===== src/rtl/cpu_host_loader.sv =====
// Host-side loader: streams command words into CPU imem/dmem, runs the core for a counted
// number of cycles, and dumps dmem back out. Optional payload checksum under LOADER_CKSUM_EN.
module cpu_host_loader #(
  parameter int RD_LAT = 1,
  parameter int CNT_W  = 12
) (
  input  logic        clk,
  input  logic        arst_n,
  input  logic        s_valid,
  output logic        s_ready,
  input  logic [31:0] s_data,
  output logic        m_valid,
  input  logic        m_ready,
  output logic [63:0] m_data,
  output logic [63:0] imem_addr,
  output logic        imem_wen,
  output logic        imem_ren,
  output logic [31:0] imem_wdata,
  output logic [63:0] dmem_addr,
  output logic        dmem_wen,
  output logic        dmem_ren,
  output logic [63:0] dmem_wdata,
  input  logic [63:0] dmem_rdata,
  output logic        cpu_enable,
  output logic        busy,
  output logic        err,
  output logic [31:0] cksum
);

  typedef enum logic [3:0] {
    IDLE, LD_I, LD_D_LO, LD_D_HI, RUN_LEN, RUNNING, DUMP_RD, DUMP_WAIT, DUMP_OUT
  } state_t;

  state_t             r_state, w_next;
  logic [CNT_W-1:0]   r_cnt;
  logic [15:0]        r_idx;
  logic [31:0]        r_lo;
  logic [31:0]        r_run;
  logic [1:0]         r_lat;
  logic [63:0]        r_m_data;
  logic               r_err;
  logic               r_imem_wen, r_dmem_wen;
  logic [63:0]        r_imem_addr, r_dmem_addr, r_dmem_wdata;
  logic [31:0]        r_imem_wdata;

  logic [3:0]         w_cmd;
  logic [CNT_W-1:0]   w_hdr_n;
  logic               w_last;
  logic               w_lat_done;

  assign w_cmd      = s_data[31:28];
  assign w_hdr_n    = s_data[16 +: CNT_W];
  assign w_last     = (r_cnt == CNT_W'(1));
  assign w_lat_done = (r_lat == 2'(RD_LAT));

  always_ff @(posedge clk or negedge arst_n) begin
    if (!arst_n) r_state <= IDLE;
    else         r_state <= w_next;
  end

  always_comb begin
    w_next = r_state;
    case (r_state)
      IDLE: if (s_valid) begin
        case (w_cmd)
          4'd1:    if (w_hdr_n != '0) w_next = LD_I;
          4'd2:    if (w_hdr_n != '0) w_next = LD_D_LO;
          4'd3:    w_next = RUN_LEN;
          4'd4:    if (w_hdr_n != '0) w_next = DUMP_RD;
          default: w_next = IDLE;
        endcase
      end
      LD_I:      if (s_valid && w_last) w_next = IDLE;
      LD_D_LO:   if (s_valid) w_next = LD_D_HI;
      LD_D_HI:   if (s_valid) w_next = w_last ? IDLE : LD_D_LO;
      RUN_LEN:   if (s_valid) w_next = (s_data == 32'd0) ? IDLE : RUNNING;
      RUNNING:   if (r_run == 32'd1) w_next = IDLE;
      DUMP_RD:   w_next = DUMP_WAIT;
      DUMP_WAIT: if (w_lat_done) w_next = DUMP_OUT;
      DUMP_OUT:  if (m_ready) w_next = w_last ? IDLE : DUMP_RD;
      default:   w_next = IDLE;
    endcase
  end

  always_comb begin
    s_ready    = (r_state == IDLE) || (r_state == LD_I) || (r_state == LD_D_LO) ||
                 (r_state == LD_D_HI) || (r_state == RUN_LEN);
    busy       = (r_state != IDLE);
    cpu_enable = (r_state == RUNNING);
    dmem_ren   = (r_state == DUMP_RD);
    m_valid    = (r_state == DUMP_OUT);
    m_data     = r_m_data;
    dmem_addr  = (r_state == DUMP_RD) ? {45'd0, r_idx, 3'b000} : r_dmem_addr;
  end

  // Write strobes are one-cycle pulses; an async reset drops them before they land.
  always_ff @(posedge clk or negedge arst_n) begin
    if (!arst_n) begin
      r_cnt        <= '0;
      r_idx        <= '0;
      r_lo         <= '0;
      r_run        <= '0;
      r_lat        <= '0;
      r_m_data     <= '0;
      r_err        <= 1'b0;
      r_imem_wen   <= 1'b0;
      r_dmem_wen   <= 1'b0;
      r_imem_addr  <= '0;
      r_imem_wdata <= '0;
      r_dmem_addr  <= '0;
      r_dmem_wdata <= '0;
    end else begin
      r_imem_wen <= 1'b0;
      r_dmem_wen <= 1'b0;
      case (r_state)
        IDLE: if (s_valid) begin
          r_cnt <= w_hdr_n;
          r_idx <= s_data[15:0];
          if (w_cmd == 4'd0 || w_cmd > 4'd4) r_err <= 1'b1;
        end
        LD_I: if (s_valid) begin
          r_imem_wen   <= 1'b1;
          r_imem_addr  <= {46'd0, r_idx, 2'b00};
          r_imem_wdata <= s_data;
          r_idx        <= r_idx + 16'd1;
          r_cnt        <= r_cnt - CNT_W'(1);
        end
        LD_D_LO: if (s_valid) r_lo <= s_data;
        LD_D_HI: if (s_valid) begin
          r_dmem_wen   <= 1'b1;
          r_dmem_addr  <= {45'd0, r_idx, 3'b000};
          r_dmem_wdata <= {s_data, r_lo};
          r_idx        <= r_idx + 16'd1;
          r_cnt        <= r_cnt - CNT_W'(1);
        end
        RUN_LEN: if (s_valid) r_run <= s_data;
        RUNNING: r_run <= r_run - 32'd1;
        DUMP_RD: r_lat <= 2'd1;
        DUMP_WAIT: begin
          if (w_lat_done) r_m_data <= dmem_rdata;
          else            r_lat    <= r_lat + 2'd1;
        end
        DUMP_OUT: if (m_ready) begin
          r_idx <= r_idx + 16'd1;
          r_cnt <= r_cnt - CNT_W'(1);
        end
        default: ;
      endcase
    end
  end

  assign imem_addr  = r_imem_addr;
  assign imem_wen   = r_imem_wen;
  assign imem_ren   = 1'b0;
  assign imem_wdata = r_imem_wdata;
  assign dmem_wen   = r_dmem_wen;
  assign dmem_wdata = r_dmem_wdata;
  assign err        = r_err;

`ifdef LOADER_CKSUM_EN
  logic [31:0] r_cksum;
  always_ff @(posedge clk or negedge arst_n) begin
    if (!arst_n) begin
      r_cksum <= '0;
    end else if (r_state == IDLE) begin
      if (s_valid && (w_cmd == 4'd1 || w_cmd == 4'd2)) r_cksum <= '0;
    end else if (s_valid && (r_state == LD_I || r_state == LD_D_LO || r_state == LD_D_HI)) begin
      r_cksum <= r_cksum + s_data;
    end
  end
  assign cksum = r_cksum;
`else
  assign cksum = 32'd0;
`endif

endmodule


===== config.mk =====
export PLATFORM = sky130hd
export DESIGN_NAME = cpu_host_loader
export DESIGN_NICKNAME = d
export VERILOG_FILES = /design/src/rtl/cpu_host_loader.sv
export SDC_FILE = /design/constraint.sdc
export NUM_CORES = 1
export LEC_CHECK = 0
export BUFFER_PORTS_ARGS = -buffer_cell sky130_fd_sc_hd__clkbuf_2
export CAP_MARGIN = 40
export CORE_MARGIN = 4
export CORE_UTILIZATION = 45
export CTS_CLUSTER_SIZE = 12
export DETAILED_ROUTE_END_ITERATION = 12
export PLACE_DENSITY = 0.73
export SKIP_LAST_GASP = 1
export SLEW_MARGIN = 0
export SYNTH_ARGS = -nofsm -noshare
export SYNTH_HDL_FRONTEND = slang
export SYNTH_SLANG_ARGS = --single-unit

===== constraint.sdc =====
create_clock -name clk -period 3.1 [get_ports clk]
set_input_delay 0.62 -clock clk [delete_from_list [all_inputs] [get_ports clk]]
set_output_delay 0.62 -clock clk [all_outputs]
set_load 0.01 [all_outputs]

Yosys cells after proc, flatten, opt, wreduce, memory -nomap -nowiden
Cells that the tools add are included.
{ "classes": {"n_mux": 32, "n_lt_le_gt_ge": 1, "n_eq_ne": 28, "reduce_logical": 24, "addsub": 4} }
{ "op_table": {"columns": ["cell", "n"], "rows": [
  ["32-bit one-hot mux with 2 select lines", 1],
  ["16-bit two-way mux", 3],
  ["16-bit one-hot mux with 3 select lines", 1],
  ["4-bit two-way mux", 11],
  ["12-bit two-way mux", 3],
  ["12-bit one-hot mux with 3 select lines", 1],
  ["4-bit one-hot mux with 9 select lines", 1],
  ["32-bit by 1-bit equality test with 1-bit output (second input constant)", 1],
  ["32-bit logical NOT", 1],
  ["32-bit two-way mux", 1],
  ["32-bit by 1-bit subtractor with 32-bit output (second input constant)", 1],
  ["4-bit by 3-bit equality test with 1-bit output (second input constant)", 5],
  ["19-bit two-way mux", 1],
  ["16-bit by 1-bit adder with 16-bit output (second input constant)", 1],
  ["4-bit by 2-bit equality test with 1-bit output (second input constant)", 4],
  ["4-bit one-hot mux with 4 select lines", 1],
  ["2-bit inequality test (second input constant)", 7],
  ["12-bit by 1-bit equality test with 1-bit output (second input constant)", 1],
  ["2-bit AND reduction", 6],
  ["12-bit nonzero test", 1],
  ["12-bit by 1-bit subtractor with 12-bit output (second input constant)", 1],
  ["11-bit AND reduction", 1],
  ["3-bit inequality test (second input constant)", 3],
  ["4-bit by 1-bit equality test with 1-bit output (second input constant)", 2],
  ["18 further kinds", 30]
]} }
{ "word_totals": {"inputBits": 100, "ff_bits": 293} }

Depth between registers and ports, before layout
Gate-level depths: netlist (run 1).
{ "depth": {"depth_word": 5, "ltp_mapped": 8, "mapped_depth_nobuf": 7} }

Worst setup path before layout (run 1)
OpenSTA, ideal clock, no wires.
{ "synth_timing": {"path_kind": "register to output", "from": "register r_state[2]", "to": "output port dmem_addr[10]", "required_time_ps": 2480, "arrival_time_ps": 1726, "path_slack_ps": 754, "stages_incl_launch_ff": 5, "path_cell_list": "dfrtp_1 > buf_2 > nor3b_2 > buf_2 > mux2_2"} }
{ "synth_between": {"elab_chain_cells": 2} }
{ "synth_rtl": {"columns": ["item", "line", "source"], "rows": [
  ["start, declared", "34", "state_t r_state, w_next;"],
  ["start signal, assigned", "58", "else r_state <= w_next;"],
  ["4-bit by 3-bit equality test with 1-bit output", null, null],
  ["named net dmem_ren", "21", "output logic dmem_ren,"],
  ["19-bit two-way mux", "93", "dmem_addr = (r_state == DUMP_RD) ? {45'd0, r_idx, 3'b000} : r_dmem_addr;"],
  ["end, declared", "19", "output logic [63:0] dmem_addr,"]
]} }
The timed path passes the listed nets, and every way through them passes these cells.

Final worst setup path (run 1)
{ "layout_timing": {"from": "register r_state[0]", "to": "output port dmem_addr[13]"} }
{ "layout_between": {"elab_chain_cells": 2} }
{ "layout_rtl": {"columns": ["item", "line"], "rows": [
  ["4-bit by 3-bit equality test with 1-bit output", "93"],
  ["19-bit two-way mux", "93"]
]} }
Every way passes these cells.

==> results by group, run 1 <==
Run status
  • Status: completed

Route
  • Drt drc: 0
  • Post-route ant nets: 0
  • Vias: 9,903
  • Final wirelength: ~36,000 um
  • First DRT Iteration DRCs: 536
  • Total iterations of the first detailed-routing run: 5
  • Routed wire length per instance: 19.6 um
  • Vias per cell: 5.32

Yosys
  • EDFF count, synth: 0
  • Synth Cell Area: 13,800 um^2
  • Syn avg cell area: 12.0 um^2
  • Yosys warnings: 0
  • Number of library cell types mapped by synthesis: around 70
  • Post-synth top flop: dfrtp_1
  • Ys async rst share: between 90% and 100%
  • Yosys top cell by area: dfrtp_1
  • Post-synth top area share: about 53%
  • Seq cells post-synth: between 200 and 300
  • Top post-synthesis cells by area: dfrtp_1, mux2_2, buf_4
  • Mapped Cells: between 1,000 and 1,500
  • Register area share after synthesis: between 50% and 60%

Finish
  • Finished Core Util: 54.7%
  • Commonest non-fill, non-tap cell in the layout: clkbuf_2
  • Area growth syn-to-layout: 18.8%
  • Layout cells sized above 1: between 40% and 50%
  • Most frequent cells in the layout: clkbuf_2, dfrtp_1, mux2_2
  • Layout Nets: between 1,500 and 2,000

Floorplanning
  • Initial Utilization: between 40% and 50%
  • Core Footprint: 30,000 um^2
  • Die Width: ~180 um
  • Rows: 63
  • Io pins: between 400 and 500
  • Chip Height: 183 um
  • Die Footprint: 33,500 um^2

CTS
  • Clock Latency Late Sink: between 500 and 600 ps
  • Clock edge transition at the registers on the reported setup and hold paths: 60 ps
  • H-Tree Depth: 2
  • Post-CTS setup buffer count: 0
  • Hold-fix buffers, CTS: 0
  • Max Root-Sink Buffers: 3
  • CTS Sinks: between 200 and 300
  • CTS Root Cell: clkbuf_16
  • Post-cts resize count: 0
  • CTS buffer count: 34
  • CTS tree: built

STA
  • Least-Margin Pin Slew: roughly 860 ps
  • Final setup margin: between 150 and 200 ps
  • TNS Setup: 0 ps
  • Clock skew: 13.3 ps
  • RSZ-0062 raised after global routing: no
  • Fmax: 0.345 GHz
  • Min Tclk post-route: roughly 2900 ps
  • Max_slew headroom: a little over two fifths
  • Tcrit/Tclk final: 93.6%
  • Slew Limit Fails: 0
  • Final setup fails: 0
  • Number of hold violations in the final report: 0

Setup path
  • CP max FO: 17
  • Worst r2r path cells: 7
  • Crit-path leading delay family: flip-flops
  • Reg2reg end: r_run[27]
  • Worst setup path category: reg2out
  • CP max stage delay: about 520 ps
  • CP arrival: about 2300 ps
  • Critical path data required time: around 2500 ps
  • Worst Setup End Kind: output port
  • Crit path max-delay cell type: dfrtp_1
  • Reg2reg setup slack: 610 ps
  • Critical path startpoint category: flop
  • RR Startpoint: r_state[0]
  • Worst-path cell chain: nand2b_1 -> nor3b_2 -> buf_4 -> mux2_2 -> clkbuf_2
  • Buf/Inv on CP: 2

Global routing
  • GRT Total Usage: around a fifth
  • Initial antenna violation count: 1
  • Largest net degree at the start of global routing: 86
  • First-pass GRT wire length: 56,800 um
  • Vias in the first global route: 10,100
  • Grt ovf: 0

Pwr
  • Static leakage: 7.69 nW
  • Total power: 16.8 mW
  • PwrDens: slightly above 1000 nW/um^2
  • Worst vdd ir: roughly 650 uV

Placed design
  • Post-Place Setup Slack: approximately 690 ps
  • Routability congestion estimate from global placement: about 0.9
  • HPWL after DPL: roughly 26,000 um
  • Port Buf Inserts: between 200 and 300

Run
  • Max cap viols: 0

Worst hold path
  • Min-Delay Path Class: in2async
-- worst register-to-register path: stages (launching register included) --
cell	delay, ps
dfrtp_1	580
nor2b_1	460
nand2_4	170
clkinv_2	220
nand2_2	190
nor4_4	370
a21oi_1	130
a221o_1	260
-- where the power goes --
part           leakage (nW)  internal [mW]  total, mW  switching, mW
Combinational          3.67           2.92       5.87           2.95
Clock                 0.530           2.26       3.85           1.60
Sequential             3.49           5.72       7.10           1.38
Total                  7.69           10.9       16.8           5.93
-- cells in the mapped netlist, types with 3 or more instances --
library cell and count:
a211oi_1 14, a21o_1 3, clkbuf_1 32, or3_1 7, ha_1 6, a22oi_1 5, buf_4 130, a22o_1 3
nor2b_1 4, nand4_1 11, and3_1 7, nand3_1 27, dfrtp_1 293, nor4_1 21, o221a_2 4, nand2b_1 4
o211ai_1 6, buf_2 23, mux2_2 238, nand2_1 49, nand4b_1 4, a21oi_1 38, a2bb2oi_1 4, nor3_1 33
or2_2 3, a311oi_1 7, o31ai_1 4, o21ai_0 29, nor2_1 54, nor3b_1 3, inv_1 11, o22ai_1 5
o2bb2ai_1 9, o21a_1 4, and4_1 3
-- per-stage QoR --
stage	cell area, um^2	cells	hold WS, ps
CTS	16400	1859	135
global route	16400	1860	149
floorplan	14300	1272	324
global placement	15300	1797	452
finish	16400	1860	117
detailed placement	15300	1798	466
-- area by class of cell --
cell class,instances,area (um^2)
Tap cell,390,488
Antenna cell,1,2.50
Timing Repair Buffer,324,1750
Clock buffer,51,1000
Sequential cell,293,7330
Fill cell,2561,13600
Multi-Input combinational cell,779,5670
Clock inverter,10,77.6
Inverter,12,46.3
-- sequential cells by signal, indices dropped and copies added (netlist names) --
register / flops
imem_wdata: 32
r_lat: 2
err: 1
r_run: 32
r_lo: 32
r_cnt: 12
dmem_wen: 1
r_dmem_addr: 16
imem_addr: 16
m_data: 64
r_idx: 16
imem_wen: 1
dmem_wdata: 64
r_state: 4
-- kinds of logic after synthesis --
group,Yosys count,synth area share [%]
AOI/OAI and AO/OA,155,7.72
xor gates and xnor gates,2,0.127
adders and majority gates,6,0.545
buffers and inverters,200,9.26
DFF,293,53.2
muxes,240,19.6
other,1,0.0272
and+or+nand+nor,247,9.53
-- per-layer routing --
layer,track usage (%),vias up,part of all wire (%)
met5,0,-,0
met4,5.96,0,2.5
met3,6.92,66,9.9
met2,35.8,432,49
met1,26.4,4930,39
li1,-,4475,-
-- how the worst max path moves through the flow --
stage,startpoint,to,slack (ps),cells after the start
after floorplan,r_state[2],dmem_addr[10],750,4
after global placement,r_state[1],r_idx[5],710,5
after detailed placement,r_state[0],r_run[22],690,7
after CTS,r_state[0],dmem_addr[13],170,5
after global routing,r_state[1],dmem_addr[12],60,5
final,r_state[0],dmem_addr[13],200,5
Note: power is estimated with default switching activity, not from simulation.
==> inputs of run 2 (changes only) <==
CORE_ASPECT_RATIO = 0.5   (was unset)
==> run 2 against run 1 <==
Clock skew up 0.96 ps. Hold slack got worse by 84 ps. Global-route usage is 0.68 points lower. First-iteration DRC count is 53% higher. Critical path depth did not move. Die area grew 0.51%. Combinational power grew 1%. Routed wire length shrank 0.50%. Largest power group unchanged.
==> results by group, run 2 (same netlist as run 1, synthesis figures left out) <==
STA
  • Tcrit/Tclk final: 96.1%
  • Max_slew headroom: about 39%
  • Clock skew: ~14 ps
  • Slew Limit Fails: 0
  • Final setup fails: 0
  • Number of hold violations in the final report: 0
  • Fmax: around 0.34 GHz
  • RSZ-0062 raised after global routing: no
  • Min Tclk post-route: 2980 ps
  • Least-Margin Pin Slew: a little over 900 ps
  • TNS Setup: 0 ps
  • Hold slack: 32.4 ps

Worst hold path
  • Min-Delay Path Class: in2async

Pwr
  • PwrDens: 1010 nW/um^2
  • Total power: 16.3 mW
  • Worst vdd ir: 498 uV
  • Static leakage: 7.57 nW

CTS
  • CTS Root Cell: clkbuf_16
  • Max Root-Sink Buffers: 3
  • CTS Sinks: just under 300
  • H-Tree Depth: 1
  • Clock edge transition at the registers on the reported setup and hold paths: around 70 ps
  • Post-cts resize count: 0
  • Hold-fix buffers, CTS: 0
  • CTS buffer count: 29
  • CTS tree: built
  • Post-CTS setup buffer count: 0
  • Clock Latency Late Sink: about 550 ps

Setup path
  • Crit-path leading delay family: flip-flops
  • CP arrival: between 2000 and 2500 ps
  • Worst setup path category: reg2out
  • CP max FO: 17
  • Crit path max-delay cell type: dfrtp_1
  • CP max stage delay: between 500 and 600 ps
  • Critical path data required time: about 2500 ps
  • Worst Setup End Kind: output port
  • Critical path startpoint category: flop
  • Worst-path cell chain: nand2b_1 -> nor3b_2 -> buf_4 -> mux2_2 -> clkbuf_2
  • Buf/Inv on CP: 2

Placed design
  • Port Buf Inserts: 299
  • HPWL after DPL: 26,400 um
  • Routability congestion estimate from global placement: approximately 0.88

Floorplanning
  • Initial Utilization: a little under half
  • Io pins: between 400 and 500
  • Rows: 44
  • Core Footprint: 29,600 um^2
  • Chip Height: approximately 130 um
  • Die Width: around 260 um
  • Die Footprint: 33,700 um^2

Global routing
  • Initial antenna violation count: 1
  • First-pass GRT wire length: roughly 56,000 um
  • Largest net degree at the start of global routing: 85
  • Vias in the first global route: around 10,000
  • GRT Total Usage: approximately a fifth
  • Grt ovf: 0

Route
  • First DRT Iteration DRCs: just over 800
  • Final wirelength: about 36,000 um
  • Vias: between 9,000 and 10,000
  • Drt drc: 0
  • Routed wire length per instance: roughly 20 um
  • Vias per cell: 5.37
  • Total iterations of the first detailed-routing run: 5
  • Post-route ant nets: 0

Finish
  • Most frequent cells in the layout: clkbuf_2, dfrtp_1, mux2_2
  • Layout Nets: 1,543
  • Layout cells sized above 1: 43.0%
  • Commonest non-fill, non-tap cell in the layout: clkbuf_2
  • Area growth syn-to-layout: 17.0%

Run
  • Max cap viols: 0

Run status
  • Status: completed
run 2: changes by cell type in the layout (fill, tap and decap cells not counted), moves of 3 or more:
| cell | previous run | this run |
|---|---|---|
| clkbuf_16 | 34 | 29 |
| buf_4 | 21 | 17 |
| clkbuf_1 | 8 | 4 |
| clkbuf_8 | 9 | 6 |
| clkinv_2 | 5 | 2 |
| inv_6 | 3 | 0 |
run 2: power breakdown:
group / switching [mW] / internal, mW
clock: 1.41 / 1.82
sequential: 1.43 / 5.72
combinational: 3.00 / 2.94
total: 5.85 / 10.5
run 2: stage by stage:
stage	setup slack (ps)	std cells	util, %	area (um^2)
after floorplan	754	1272	-	14300
after global placement	734	1796	51.6	15300
after detailed placement	630	1797	51.7	15300
after CTS	55.9	1837	54.5	16100
after global routing	13.3	1838	54.5	16100
final	122	1838	54.5	16100
run 2: final cells by class:
| cell class | instances | area, um^2 |
|---|---|---|
| clock inverters | 1 | 5.00 |
| flip-flops and latches | 293 | 7330 |
| fillers | 2453 | 13400 |
| diodes | 1 | 2.50 |
| multi-input cells | 779 | 5660 |
| repair buffers | 322 | 1760 |
| inverters | 12 | 46.3 |
| clock buffers | 39 | 823 |
| well taps | 391 | 489 |
run 2: final timing paths:
| check | startpoint | endpoint | slack [ps] | cells after the start |
|---|---|---|---|---|
| setup / recovery | r_state[0] | dmem_addr[8] | 120 | 5 |
| hold / removal | arst_n | r_lo[28] | 30 | 1 |
| setup reg to reg | r_state[2] | r_run[30] | 550 | 8 |
| hold reg to reg | err | err | 490 | 1 |
| max in group asynchronous | arst_n | imem_addr[8] | 2210 | 2 |
| min in group clk | dmem_rdata[35] | m_data[35] | 300 | 2 |
run 2: metal layers:
layer	wire length [um]	track usage, %	vias to the layer above
met5	0	0	-
met4	854	5.69	0
met3	2710	5.28	70
met2	18200	36.3	409
met1	14500	25.4	4966
li1	-	-	4433
==> inputs of run 3 (changes only) <==
CELL_PAD_IN_SITES_DETAIL_PLACEMENT = 0   (was unset)
CELL_PAD_IN_SITES_GLOBAL_PLACEMENT = 1   (was unset)
CORE_UTILIZATION = 43   (was 45)
PLACE_DENSITY = 0.86   (was 0.73)
==> run 3 against run 2 <==
Maximum frequency up 1.9%. Register-to-register slack better by 90 ps. Non-clock buffer count down 1. Routed wire length up 3.5%. Via count up 0.50%. Sequential cell count unchanged. Critical endpoint is now dmem_addr[11].
==> results by group, run 3 (same netlist as run 1, synthesis figures left out) <==
Finish
  • Finished Core Util: between 50% and 60%
  • Fill count: about 2,800
  • Diode count: 0
  • Layout cells sized above 1: roughly 43%
  • Most frequent cells in the layout: clkbuf_2, dfrtp_1, mux2_2
  • Register area: 7330 um^2
  • Area growth syn-to-layout: 18.0%
  • Area of the multi-input gates: between 5000 and 6000 um^2
  • Commonest non-fill, non-tap cell in the layout: clkbuf_2
  • Layout Nets: around 1,500

Global routing
  • GRT Total Usage: around 21%
  • Largest net degree at the start of global routing: 72
  • Vias in the first global route: around 10,000
  • Initial antenna violation count: 1
  • First-pass GRT wire length: 57,600 um
  • Grt ovf: 0

Pwr
  • PwrDens: around 1000 nW/um^2
  • Worst vdd ir: roughly 450 uV
  • Static leakage: between 7 and 8 nW

STA
  • Fmax: ~0.34 GHz
  • Final setup fails: 0
  • Least-Margin Pin Slew: 898 ps
  • Slew Limit Fails: 0
  • Clock skew: around 17 ps
  • Tcrit/Tclk final: 94.3%
  • Hold slack: 20.0 ps
  • RSZ-0062 raised after global routing: no
  • Number of hold violations in the final report: 0
  • TNS Setup: 0 ps
  • Max_slew headroom: 40.1%
  • Min Tclk post-route: between 2000 and 3000 ps

CTS
  • Clock Latency Late Sink: around 560 ps
  • Post-CTS setup buffer count: 0
  • Post-cts resize count: 0
  • Hold-fix buffers, CTS: 0
  • H-Tree Depth: 1
  • Clock edge transition at the registers on the reported setup and hold paths: 70 ps
  • CTS Sinks: around 290
  • Max Root-Sink Buffers: 3
  • CTS buffer count: 30
  • CTS tree: built
  • CTS Root Cell: clkbuf_16

Route
  • Routed wire length per instance: 19.9 um
  • Vias: approximately 9,900
  • Drt drc: 0
  • Total iterations of the first detailed-routing run: 6
  • First DRT Iteration DRCs: 689
  • Vias per cell: ~5.3
  • Final wirelength: roughly 38,000 um
  • Post-route ant nets: 0

Setup path
  • Critical path data required time: 2480 ps
  • Worst Setup End Kind: output port
  • Worst setup path category: reg2out
  • CP arrival: about 2300 ps
  • Reg2reg setup slack: 640 ps
  • CP max FO: 17
  • Critical path startpoint category: flop
  • Crit path max-delay cell type: dfrtp_1
  • Reg2reg end: r_run[30]
  • CP max stage delay: roughly 530 ps
  • RR Startpoint: r_state[0]
  • Worst r2r path cells: 7
  • Worst-path cell chain: nand2b_1 -> nor3b_2 -> buf_4 -> mux2_2 -> clkbuf_2

Placed design
  • Port Buf Inserts: 299
  • Routability congestion estimate from global placement: between 0.8 and 0.9
  • HPWL after DPL: ~27,000 um

Run
  • Max cap viols: 0

Floorplanning
  • Initial Utilization: about 44%
  • Rows: 46
  • Io pins: approximately 430
  • Die Footprint: 35,200 um^2
  • Core Footprint: around 32,000 um^2
  • Chip Height: between 100 and 150 um
  • Die Width: ~260 um

Worst hold path
  • Min-Delay Path Class: in2async

Run status
  • Status: completed
[run 3: cell types whose count changed in the layout (fill, tap and decap cells not counted), sizes merged]
| cell | change |
|---|---|
| buf | -1 |
| clkinv | +1 |
| diode | -1 |
| clkbuf | +3 |
| bufinv | +3 |
[run 3: worst max-delay path by stage]
| stage | start | to | slack (ps) | cells past startpoint |
|---|---|---|---|---|
| 5_1_grt | r_state[1] | dmem_addr[17] | 30 | 5 |
| 3_3_place_gp | r_state[1] | r_cnt[8] | 720 | 5 |
| 2_1_floorplan | r_state[2] | dmem_addr[10] | 750 | 4 |
| 4_1_cts | r_state[0] | dmem_addr[11] | 160 | 5 |
| 6_report | r_state[0] | dmem_addr[11] | 180 | 5 |
| 3_5_place_dp | r_state[0] | r_run[30] | 650 | 7 |
[run 3: per-layer routing]
metal | global-route usage (%) | routed length (um) | up-vias
met5 | 0 | 12 | -
met4 | 5.69 | 1030 | 2
met3 | 5.04 | 2740 | 69
met2 | 35.1 | 18500 | 395
met1 | 26.5 | 15300 | 5024
li1 | - | - | 4437
[run 3: power breakdown]
group / internal (mW) / total (mW) / switching (mW) / leakage [nW]
combinational: 2.91 / 5.94 / 3.03 / 3.66
clock: 2.10 / 3.59 / 1.49 / 0.457
sequential: 5.72 / 7.13 / 1.40 / 3.49
total: 10.7 / 16.7 / 5.93 / 7.61
[run 3: layout make-up]
type                            count  share of cell area (%)
Sequential cell                   293                    45.1
Multi-Input combinational cell    779                    34.8
Timing Repair Buffer              321                    10.7
Clock buffer                       42                    5.15
Tap cell                          432                    3.32
Clock inverter                      5                   0.616
Inverter                           12                   0.285
[run 3: critical path, delay by kind of cell (launching register included)]
family / cells / cell delay, ps
multiplexers: 1 / 370
buffers and inverters: 2 / 390
flip-flops: 1 / 530
AND/OR/NAND/NOR: 2 / 450
[run 3: stage by stage]
step | instance area (um^2) | worst slack (ps) | instances | total power [mW]
floorplan | 14300 | 754 | 1272 | 10.6
global placement | 15300 | 717 | 1836 | 12.7
finish | 16300 | 177 | 1884 | 16.7
detailed placement | 15300 | 652 | 1837 | 13.1
global route | 16300 | 30.4 | 1884 | 17.7
CTS | 16300 | 162 | 1884 | 16.8
